==> config.mk <==
export PLATFORM = sky130hd
export DESIGN_NAME = intr_controller
export DESIGN_NICKNAME = d
export VERILOG_FILES = /design/src/rtl/riscv_pkg.sv /design/src/rtl/intr_sync.sv /design/src/rtl/intr_controller.sv
export SDC_FILE = /design/constraint.sdc
export NUM_CORES = 1
export LEC_CHECK = 0
export ABC_AREA = 1
export CORE_MARGIN = 2
export CORE_UTILIZATION = 43
export CTS_BUF_LIST = sky130_fd_sc_hd__clkbuf_4
export CTS_CLUSTER_DIAMETER = 120
export DETAILED_ROUTE_END_ITERATION = 10
export PLACE_DENSITY_LB_ADDON = 0.15
export SLEW_MARGIN = 20
export SYNTH_ARGS = -nofsm -noshare
export SYNTH_HDL_FRONTEND = slang
export SYNTH_SLANG_ARGS = --single-unit
==> constraint.sdc <==
create_clock -name clk_i -period 1.5 [get_ports clk_i]
set_input_delay 0.3 -clock clk_i [delete_from_list [all_inputs] [get_ports clk_i]]
set_output_delay 0.3 -clock clk_i [all_outputs]
set_load 0.02 [all_outputs]
==> src/rtl/riscv_pkg.sv <==
// Shared types and constants for the pipeline's trap/interrupt logic.
package riscv_pkg;

    typedef enum logic [1:0] {
        IDLE      = 2'd0,
        WAIT_SAFE = 2'd1,
        TRAP      = 2'd2,
        HANDLER   = 2'd3
    } intr_state_t;

    localparam logic [31:0] MCAUSE_MEI = 32'h8000_000B;
    localparam logic [31:0] MCAUSE_MTI = 32'h8000_0007;

    // mip bit positions as exposed on mip_o
    localparam int MIP_MTIP = 0;
    localparam int MIP_MEIP = 1;

endpackage

==> src/rtl/intr_sync.sv <==
// Multi-flop synchroniser for one asynchronous interrupt line, followed by a
// single-cycle rising-edge pulse so a held-high level counts as one event.
module intr_sync #(
    parameter int SYNC_STAGES = 2
) (
    input  logic clk_i,
    input  logic rst_ni,
    input  logic async_i,
    output logic pulse_o
);

    logic [SYNC_STAGES-1:0] sync_q;
    logic                   prev_q;

    always_ff @(posedge clk_i or negedge rst_ni) begin
        if (!rst_ni) begin
            sync_q[0] <= 1'b0;
        end else begin
            sync_q[0] <= async_i;
        end
    end

    genvar gi;
    generate
        for (gi = 1; gi < SYNC_STAGES; gi++) begin : g_chain
            always_ff @(posedge clk_i or negedge rst_ni) begin
                if (!rst_ni) begin
                    sync_q[gi] <= 1'b0;
                end else begin
                    sync_q[gi] <= sync_q[gi-1];
                end
            end
        end
    endgenerate

    always_ff @(posedge clk_i or negedge rst_ni) begin
        if (!rst_ni) begin
            prev_q <= 1'b0;
        end else begin
            prev_q <= sync_q[SYNC_STAGES-1];
        end
    end

    assign pulse_o = sync_q[SYNC_STAGES-1] & ~prev_q;

endmodule

==> src/rtl/intr_controller.sv <==
// Machine timer/external interrupt sequencer: latches pending bits, waits for a
// safe pipeline point, then holds a trap request until csr_regs acknowledges it.
module intr_controller
    import riscv_pkg::*;
#(
    parameter int DW          = 32,
    parameter int SYNC_STAGES = 2
) (
    input  logic          clk_i,
    input  logic          rst_ni,
    input  logic          t_intr_i,
    input  logic          e_intr_i,
    input  logic          mstatus_mie_i,
    input  logic          mie_mtie_i,
    input  logic          mie_meie_i,
    input  logic          stall_fd_i,
    input  logic          br_flush_i,
    input  logic [DW-1:0] pc_d_i,
    input  logic          trap_ack_i,
    input  logic          is_mret_i,
    output logic          trap_req_o,
    output logic          flush_o,
    output logic [DW-1:0] trap_cause_o,
    output logic [DW-1:0] trap_epc_o,
    output logic [1:0]    mip_o
);

    localparam logic [DW-1:0] CAUSE_MEI = DW'(MCAUSE_MEI);
    localparam logic [DW-1:0] CAUSE_MTI = DW'(MCAUSE_MTI);

    intr_state_t   state_q, state_d;
    logic [1:0]    pend_q, pend_d;
    logic [DW-1:0] cause_q, cause_d;
    logic [DW-1:0] epc_q, epc_d;
    logic          taken_ext_q, taken_ext_d;

    logic t_edge, e_edge;
    logic ext_en, tmr_en, take, safe, ack_in_trap;

    intr_sync #(.SYNC_STAGES(SYNC_STAGES)) u_sync_t (
        .clk_i  (clk_i),
        .rst_ni (rst_ni),
        .async_i(t_intr_i),
        .pulse_o(t_edge)
    );

    intr_sync #(.SYNC_STAGES(SYNC_STAGES)) u_sync_e (
        .clk_i  (clk_i),
        .rst_ni (rst_ni),
        .async_i(e_intr_i),
        .pulse_o(e_edge)
    );

    assign ext_en      = pend_q[MIP_MEIP] & mie_meie_i;
    assign tmr_en      = pend_q[MIP_MTIP] & mie_mtie_i;
    assign take        = mstatus_mie_i & (ext_en | tmr_en);
    assign safe        = ~stall_fd_i & ~br_flush_i;
    assign ack_in_trap = (state_q == TRAP) & trap_ack_i;

    // A new edge on the same cycle as the acknowledge keeps the bit set.
    always_comb begin
        pend_d = pend_q;
        if (ack_in_trap) begin
            if (taken_ext_q) pend_d[MIP_MEIP] = 1'b0;
            else             pend_d[MIP_MTIP] = 1'b0;
        end
        if (e_edge) pend_d[MIP_MEIP] = 1'b1;
        if (t_edge) pend_d[MIP_MTIP] = 1'b1;
    end

    always_comb begin
        state_d     = state_q;
        cause_d     = cause_q;
        epc_d       = epc_q;
        taken_ext_d = taken_ext_q;
        unique case (state_q)
            IDLE: begin
                if (take && safe)  state_d = TRAP;
                else if (take)     state_d = WAIT_SAFE;
            end
            WAIT_SAFE: begin
                if (!take)         state_d = IDLE;
                else if (safe)     state_d = TRAP;
            end
            TRAP: begin
                if (trap_ack_i)    state_d = HANDLER;
            end
            HANDLER: begin
                if (is_mret_i)     state_d = IDLE;
            end
            default:               state_d = IDLE;
        endcase
        // Cause and EPC are captured only on the entry edge and then frozen.
        if (state_q != TRAP && state_d == TRAP) begin
            taken_ext_d = ext_en;
            cause_d     = ext_en ? CAUSE_MEI : CAUSE_MTI;
            epc_d       = pc_d_i;
        end
    end

    always_ff @(posedge clk_i or negedge rst_ni) begin
        if (!rst_ni) begin
            state_q     <= IDLE;
            pend_q      <= '0;
            cause_q     <= '0;
            epc_q       <= '0;
            taken_ext_q <= 1'b0;
        end else begin
            state_q     <= state_d;
            pend_q      <= pend_d;
            cause_q     <= cause_d;
            epc_q       <= epc_d;
            taken_ext_q <= taken_ext_d;
        end
    end

    assign trap_req_o   = (state_q == TRAP);
    assign flush_o      = (state_q == TRAP);
    assign trap_cause_o = cause_q;
    assign trap_epc_o   = epc_q;
    assign mip_o        = pend_q;

endmodule

==> Yosys cells after proc, flatten, opt, wreduce, memory -nomap -nowiden <==
Cells that the tools add are included.
Widths: inputs -> output; s select.
{ "totals": {"reg_bits": 75, "latchBits": 0, "ram_bits": 0, "rom_bits": 0, "in_bits": 43, "out_inout_bits": 68, "memories": 0} }
{ "op_classes": {"n_addsub": 0, "n_mul": 0, "div_mod_pow": 0, "order_cmp": 0, "eq_ne": 6, "n_shift": 0, "n_mux": 13, "n_bitwise": 12, "n_reduce_logical": 8} }
{ "op_table": {"columns": ["op", "n"], "rows": [
  ["$mux 2", 7],
  ["$pmux 2 s4", 1],
  ["$and 1x1->1", 7],
  ["$eq 2x2->1 const B", 3],
  ["$reduce_bool 2->1", 3],
  ["$mux 1", 4],
  ["$mux 4", 1],
  ["$not 1->1", 4],
  ["$reduce_and 2->1", 2],
  ["$eq 2x1->1 const B", 1],
  ["$logic_and 1x1->1", 2],
  ["$logic_not 2->1", 1],
  ["$ne 2x1->1 const B", 1],
  ["$ne 2x2->1 const B", 1],
  ["$or 1x1->1", 1]
]} }

==> Longest topological paths before layout <==
Gate-level depths: netlist (run 1).
{ "logic_depth": {"ltp_word": 8, "depth_mapped": 9, "mapped_depth_nobuf": 8} }

==> Hierarchy <==
From an unflattened synthesis (run 1), not the netlist that was laid out.
{ "unflattened": {"hier_cells": 261, "hier_area_um2": 2499.9} }
{ "modules_own_cells": {"columns": ["mod", "n_inst", "cells_each", "area_each_um2", "seq_area_each_um2"], "rows": [
  ["intr_controller", 1, 251, 2329.7, 975.9],
  ["intr_sync", 2, 5, 85.1, 75.1]
]} }

==> Worst setup path after synthesis (run 1) <==
Ideal clock, no wire load.
{ "synth_path": {"kind": "register -> register", "start": "register pend_q[1] (netlist: mip_o[1])", "end": "register epc_q[13] (netlist: trap_epc_o[13])", "setup_time_ns": 0.121, "arrival_time_ns": 1.284, "required_ns": 1.379, "slack_ns": 0.095, "path_stages_with_launch": 9, "n_path_buf": 1, "synth_period_minus_slack_ns": 1.405, "path_cell_list": "dfrtp_1 nand2_1 nand2_1 nand2_2 o21bai_4 inv_2 buf_4 nand3_2 nand2_1"} }
{ "synth_between": {"elab_chain_len": 8, "elab_cells_between_ends": 10, "classes_between": "eq/ne (1); mux (4); bitwise (3); reduce/logical (2)"} }
{ "synth_rtl": {"columns": ["item", "line_no", "rtl"], "rows": [
  ["start, declared", "intr_controller.sv:32", "logic [1:0] pend_q, pend_d;"],
  ["start signal, assigned", "intr_controller.sv:110", "pend_q <= pend_d;"],
  ["$and 1x1->1 (*)", "intr_controller.sv:54", "assign ext_en = pend_q[MIP_MEIP] & mie_meie_i;"],
  ["$or 1x1->1 (*)", "intr_controller.sv:56", "assign take = mstatus_mie_i & (ext_en | tmr_en);"],
  ["$and 1x1->1 (*)", "intr_controller.sv:56", null],
  ["$mux 2 / $logic_and 1x1->1 (equally long branches)", "intr_controller.sv:79, intr_controller.sv:78", null],
  ["$mux 2", "intr_controller.sv:78", "if (take && safe) state_d = TRAP;"],
  ["$pmux 2 s4 (*)", "intr_controller.sv:76", "unique case (state_q)"],
  ["$eq 2x2->1 (*)", "intr_controller.sv:94", "if (state_q != TRAP && state_d == TRAP) begin"],
  ["$logic_and 1x1->1 (*)", "intr_controller.sv:94", null],
  ["end signal, assigned", "intr_controller.sv:112", "epc_q <= epc_d;"],
  ["end, declared", "intr_controller.sv:34", "logic [DW-1:0] epc_q, epc_d;"]
]} }
Mark *: on every way between the ends. The rest lies on a longest branch, timed or not.
A chain may end at the register's enable or synchronous reset.

==> Worst setup path in the final report (run 1) <==
{ "layout_path": {"start": "register state_q[0]", "end": "output flush_o"} }
{ "layout_between": {"elab_chain_len": 1} }
{ "layout_rtl": {"columns": ["item", "line_no", "rtl"], "rows": [
  ["start, declared", "intr_controller.sv:31", "intr_state_t state_q, state_d;"],
  ["start signal, assigned", "intr_controller.sv:109", "state_q <= state_d;"],
  ["$eq 2x2->1", "intr_controller.sv:118", "assign flush_o = (state_q == TRAP);"],
  ["end, declared", "intr_controller.sv:22", "output logic flush_o,"]
]} }
Every way passes these cells.

==> summary.txt, run 1 <==
CTS Buf Count = 5
worst clock skew = 0.008345 ns
Top delay family on crit path = flip-flops
I/O pin cnt = 111
vias per cell = 4.370
max incr delay on CP = 0.42 ns
Multi-input gate area = 947.2 um2
initial antenna violation count = 0
#FFs+latches synth = 45
clock power share = 16.6%
Post-Syn Area = 2410 um2
fin worst setup slack = 0.05594 ns
Post-synth top flop = dfrtp_1
Clock Path Buffers = 2
core box area = 5473 um2
Diodes inserted = 0
WL per Instance = 12.42 um
fin crit period = 1.444 ns
Pwr Density = 1598 nW/um2
Tot GR Track Use = 17.28%
Synth area leader = dfrtp_1
register area = 1126 um2
Sequential Power Share = 34.8%
RSZ-0062 raised after global routing = true
vias in the first global route = 1725
row count = 27
number of cells on the critical path = 3
CP cell instances = buf_6 -> nor2_4 -> buf_6
net count reported at finish = 394
number of synthesized flops with an enable pin = 0
GP Congestion = 0.7162
port bufs = 83
kind of critical path = flip-flop to primary output
most frequent CP cell = buf_6
Synth top area share = 46.73%
cells on worst reg2reg path = 8
effective utilization at floorplan = 44.03%
Sink Count = 45
root buf cell = clkbuf_4
Post-Syn Area per Cell = 9.377 um2
initial drt markers = 44
chip height = 78.86 um
distinct cell type count after synthesis = 18
worst endpoint required time = 1.20 ns
status = finished clean
hold path depth = 1
Syn. warnings = 0
max-cap violation count = 0
final WL = 5.268 mm
Pre-antenna DRT Iters = 4
Hold Vio Cnt, Final = 0
fmax = 0.6925 GHz
first-pass GRT wire length = 8.487 mm
final setup vio count = 0
Net Switching = 2.171 mW
sequential element share of the synthesized area = 46.73%
CP Capture Type = primary output
CTS tree = done
ratio of cells with drive above 1 in the final layout = 18.18%
Clock Latency Late Sink = 0.36 ns
Worst Path Max Fanout = 3
remaining antenna violation count = 0
Setup WS pre-CTS = -0.4163 ns
Buf/Inv on CP = 2
fillers = 507
CP Launch Point = state_q[0]
Pint = 3.390 mW
largest net degree at the start of global routing = 30
hold crit path type = input port to flip-flop
Area growth syn-to-layout = 44.44%
Tcrit/Tclk final = 96.27%
ranking of synthesized cells by area = dfrtp_1 47%, buf_4 11%, o21bai_1 11%
critical path data arrival time = 1.14 ns
Pleak = 1.763 nW
via count = 1853
total power = 5.561 mW
clock-pin slew on the worst setup and hold paths = 0.14 ns
Detail Placement HPWL = 3.552 mm
Die Wd = 78.86 um
Slew Limit Fails = 0
Post-Syn Instances = 257
Peak VDD IR = 0.0007991 V
slowest CP cell = dfrtp_1
Worst Hold Launch = t_intr_i
Critical Path Source Type = flip-flop
sw frac = 39.04%
Crit Reg-Reg Startpoint = state_q[1]
number of remaining DRC errors = 0
die footprint = 6219 um2
asr flop ratio synth = 100.0%
Combinational Power Share = 48.6%
GRT overflow = 0
H-tree Lvls = 2
==> layout by cell type (no fill, tap or decap) <==
cell type | synthesis | layout
nand3_2 | 20 | 19
dfrtp_1 | 45 | 45
buf_6 | 0 | 5
buf_12 | 0 | 6
nand3_1 | 15 | 15
nand2_4 | 1 | 2
nand2_1 | 40 | 38
inv_1 | 39 | 39
nor2_4 | 2 | 3
dlygate4sd3_1 | 0 | 1
conb_1 | 1 | 27
o21ai_0 | 4 | 4
buf_2 | 7 | 1
inv_6 | 0 | 1
inv_2 | 3 | 3
clkbuf_16 | 0 | 2
bufinv_16 | 0 | 2
buf_4 | 36 | 8
nor2_8 | 1 | 1
o21ai_2 | 1 | 1
nor2_1 | 4 | 4
o21bai_4 | 1 | 1
clkbuf_4 | 0 | 5
nand2_2 | 2 | 3
o21bai_1 | 35 | 35
clkdlybuf4s50_1 | 0 | 41
dlygate4sd2_1 | 0 | 39
nand3_4 | 0 | 1
==> cell type report <==
type | count | area share [%]
Clock buffer | 5 | 1.078
Sequential cell | 45 | 32.35
Tap cell | 72 | 2.588
Inverter | 42 | 4.529
Clock inverter | 3 | 1.977
Multi-Input combinational cell | 154 | 27.21
Timing Repair Buffer | 103 | 30.27
==> what timing repair did <==
action	CTS	global route
hold endpoints to repair	16	0
endpoints found under the setup margin	75	30
buffers inserted	2	1
gates resized for setup	47	11
hold buffers	1	0
gates cloned	1	2
pin swaps	1	19
==> stage by stage <==
step	std cells	util [%]	instance area, um2	setup TNS, ns	hold slack [ns]
global placement	410	59.95	3281	-11.69	0.2579
floorplan	283	-	2507	0	0.004409
global route	424	63.60	3481	-0.6465	0.3199
detailed placement	410	59.95	3281	-12.88	0.2549
finish	424	63.60	3481	0	0.3717
CTS	422	61.93	3390	0	0.3458
==> state kept, by name (all words and copies together), names as in the netlist <==
register         cells
trap_epc_o          32
u_sync_t.sync_q      2
u_sync_e.prev_q      1
mip_o                2
u_sync_t.prev_q      1
state_q              2
u_sync_e.sync_q      2
trap_cause_o         3
==> worst reg2reg max path, stage by stage (launching register included) <==
cell       delay (ns)
dfrtp_1          0.43
inv_2            0.08
nor2_4           0.05
buf_4            0.17
inv_2            0.08
nand3_4          0.13
clkbuf_16        0.21
o21bai_1         0.13
nand2_1          0.06
==> cells in the mapped netlist, types with 2 or more instances <==
cell / instances
buf_2: 7
buf_4: 36
dfrtp_1: 45
inv_1: 39
inv_2: 3
nand2_1: 40
nand2_2: 2
nand3_1: 15
nand3_2: 20
nor2_1: 4
nor2_4: 2
o21ai_0: 4
o21bai_1: 35
==> routing by layer <==
layer / GRT usage (%) / wire (um)
met1: 23.57 / 2278
met2: 27.69 / 2571
met3: 4.205 / 365
met4: 4.655 / 53
met5: 0 / 0
==> worst paths after layout <==
path / endpoint / slack (ns)
max: flush_o / 0.06
min: u_sync_t.sync_q[0] / 0.37
max reg2reg: trap_epc_o[15] / 0.07
min reg2reg: u_sync_t.sync_q[1] / 0.38
max in group asynchronous: trap_cause_o[1] / 0.61
min in group asynchronous: trap_epc_o[17] / 0.39
==> power by group through the flow <==
stage	Combinational (mW)	Clock (mW)	Sequential (mW)
after CTS	2.64	0.958	1.94
after floorplan	1.08	0	2.54
final	2.70	0.924	1.94
after global routing	2.93	1.02	2.01
after global placement	2.88	0	1.99
after detailed placement	2.92	0	1.98
==> cell families after synthesis <==
logic type | count (synthesis) | share of synthesized area [%]
buffers and inverters | 85 | 19.21
AO/OA/AOI/OAI | 41 | 12.88
flip-flops | 45 | 46.73
other | 1 | 0.1556
AND/OR/NAND/NOR | 85 | 21.03
No activity file was read; power rests on OpenSTA's default activity.
==> inputs of run 2 (changes only) <==
- PLACE_DENSITY: not set -> 0.83
- PLACE_DENSITY_LB_ADDON: 0.15 -> not set
==> run 2 against run 1 <==
  * Count of clock-buffer cells in the layout rose by 1
  * Non-clock buffer count rose by 1
  * Register-to-register slack got worse by 0.03 ns
  * First-iteration DRC count rose by 41%
  * Critical path type is now flip-flop to flip-flop
==> summary.txt, run 2 (synthesis gave the netlist of run 1 again) <==
row count = 27
max-cap violation count = 0
net count reported at finish = 395
vias in the first global route = 1706
Tot GR Track Use = 17.50%
GRT overflow = 0
final setup vio count = 0
vias per cell = 4.445
met3 wire length = 279 um
first-pass GRT wire length = 8.500 mm
Pre-antenna DRT Iters = 4
Critical Path Source Type = flip-flop
core box area = 5473 um2
Top Metal Used = met4
Area growth syn-to-layout = 43.30%
met2 wire len = 2.808 mm
remaining antenna violation count = 0
max incr delay on CP = 0.45 ns
CP Capture Type = flip-flop
fmax = 0.6835 GHz
cells on worst reg2reg path = 8
worst endpoint required time = 1.76 ns
final WL = 5.500 mm
Clock Latency Late Sink = 0.35 ns
H-tree Lvls = 2
number of cells on the critical path = 8
number of remaining DRC errors = 0
initial drt markers = 62
Tcrit/Tclk final = 97.54%
RSZ-0062 raised after global routing = true
root buf cell = clkbuf_4
effective utilization at floorplan = 44.03%
Peak VDD IR = 0.0009736 V
initial antenna violation count = 0
Worst Max-Slew Pin Slew = 0.5333 ns
Slew Limit Fails = 0
chip height = 78.86 um
commonest non-fill, non-tap cell in the layout = dfrtp_1
Clock Path Buffers = 2
CTS tree = done
Pwr Density = 1562 nW/um2
largest net degree at the start of global routing = 26
port bufs = 83
hold crit path type = input port to flip-flop
die footprint = 6219 um2
Top delay family on crit path = simple AND/OR/NAND/NOR gates
clock-pin slew on the worst setup and hold paths = 0.13 ns
Crit Reg-Reg Startpoint = state_q[0]
M1 WL = 2.354 mm
worst setup path endpoint = trap_epc_o[4]
GP Congestion = 0.7404
CTS Buf Count = 5
fillers = 495
Worst Path Max Fanout = 8
most frequent cells in the layout = 45 x dfrtp_1, 40 x clkdlybuf4s50_1, 39 x inv_1, 39 x dlygate4sd2_1, 37 x nand2_1
critical path data arrival time = 1.72 ns
kind of critical path = flip-flop to flip-flop
I/O pin cnt = 111
Die Wd = 78.86 um
Hold Vio Cnt, Final = 0
ratio of cells with drive above 1 in the final layout = 19.26%
relative slew slack = 64.45%
Largest register FFs = 32
Buf/Inv on CP = 2
worst clock skew = 0.007482 ns
fin crit period = 1.463 ns
Pleak = 1.761 nW
# placed instances = 409
hold_ws = 0.3653 ns
slowest CP cell = dfrtp_1
Detail Placement HPWL = 3.680 mm
via count = 1889
CP cell instances = nand2_2 -> nor2_2 -> nor2_4 -> buf_6 -> nand3_4 -> clkbuf_16 -> o21bai_1 -> nand2_1
Diodes inserted = 0
WL per Instance = 12.94 um
Non-Filler Instances = 425
Critical R2R Capture = trap_epc_o[4]
FF-to-FF setup slack = 0.04 ns
status = finished clean
CP Launch Point = state_q[0]
Sink Count = 45
run 2: cell count changes in the layout (fill, tap and decap cells not counted), sizes merged:
cell           change
clkdlybuf4s50      -1
dlymetal6s2s       +1
inv                -1
buf                +1
bufinv             -1
clkinv             +1
clkbuf             +1
run 2: what timing repair did:
item / 4_1_cts / 5_1_grt
resized for setup: 47 / 12
endpoints found under the setup margin: 75 / 34
hold endpoints to repair: 21 / 0
pin swaps: 1 / 5
cloned: 1 / 2
buffers inserted: 2 / 2
hold buffers: 1 / 0
run 2: layout make-up:
cell class	instances	area (um2)	share of cell area [%]
clock buffers	6	45.04	1.304
clock inverters	2	33.78	0.9783
inverters	42	157.7	4.565
multi-input cells	154	962.2	27.86
flip-flops and latches	45	1126	32.61
well taps	72	90.09	2.609
repair buffers	104	1039	30.07
run 2: per-stage QoR:
step / setup TNS, ns / power [mW] / cell area, um2 / utilization [%] / setup slack, ns
CTS: 0 / 5.361 / 3342 / 61.07 / 0.02211
floorplan: 0 / 3.615 / 2507 / - / 0.09458
detailed placement: -13.44 / 4.921 / 3273 / 59.81 / -0.4312
finish: 0 / 5.393 / 3453 / 63.10 / 0.03689
global route: -0.2117 / 5.774 / 3453 / 63.10 / -0.05070
global placement: -12.09 / 4.846 / 3273 / 59.81 / -0.3749
run 2: worst register-to-register path, stage by stage (launching register included):
cell and delay, ns:
dfrtp_1 0.45, nand2_2 0.10, nor2_2 0.05, nor2_4 0.12, buf_6 0.12, nand3_4 0.14
clkbuf_16 0.20, o21bai_1 0.12, nand2_1 0.07
run 2: power breakdown:
| part | internal, mW | switching [mW] |
|---|---|---|
| Clock | 0.365 | 0.384 |
| Combinational | 1.15 | 1.53 |
| Sequential | 1.69 | 0.268 |
run 2: worst min-delay path by stage:
stage / cells past startpoint / slack [ns] / endpoint / from
finish: 1 / 0.37 / u_sync_e.sync_q[0] / e_intr_i
floorplan: 0 / 0.004 / mip_o[0] / rst_ni
CTS: 1 / 0.35 / u_sync_e.sync_q[0] / e_intr_i
detailed placement: 1 / 0.31 / trap_epc_o[25] / rst_ni
global route: 1 / 0.34 / u_sync_e.sync_q[0] / e_intr_i
global placement: 1 / 0.31 / trap_epc_o[29] / rst_ni
run 2: per-layer routing:
layer / global-route usage [%] / vias to the layer above
li1: - / 931
met1: 23.40 / 891
met2: 28.97 / 61
met3: 4.091 / 6
met4: 4.138 / 0
met5: 0 / -
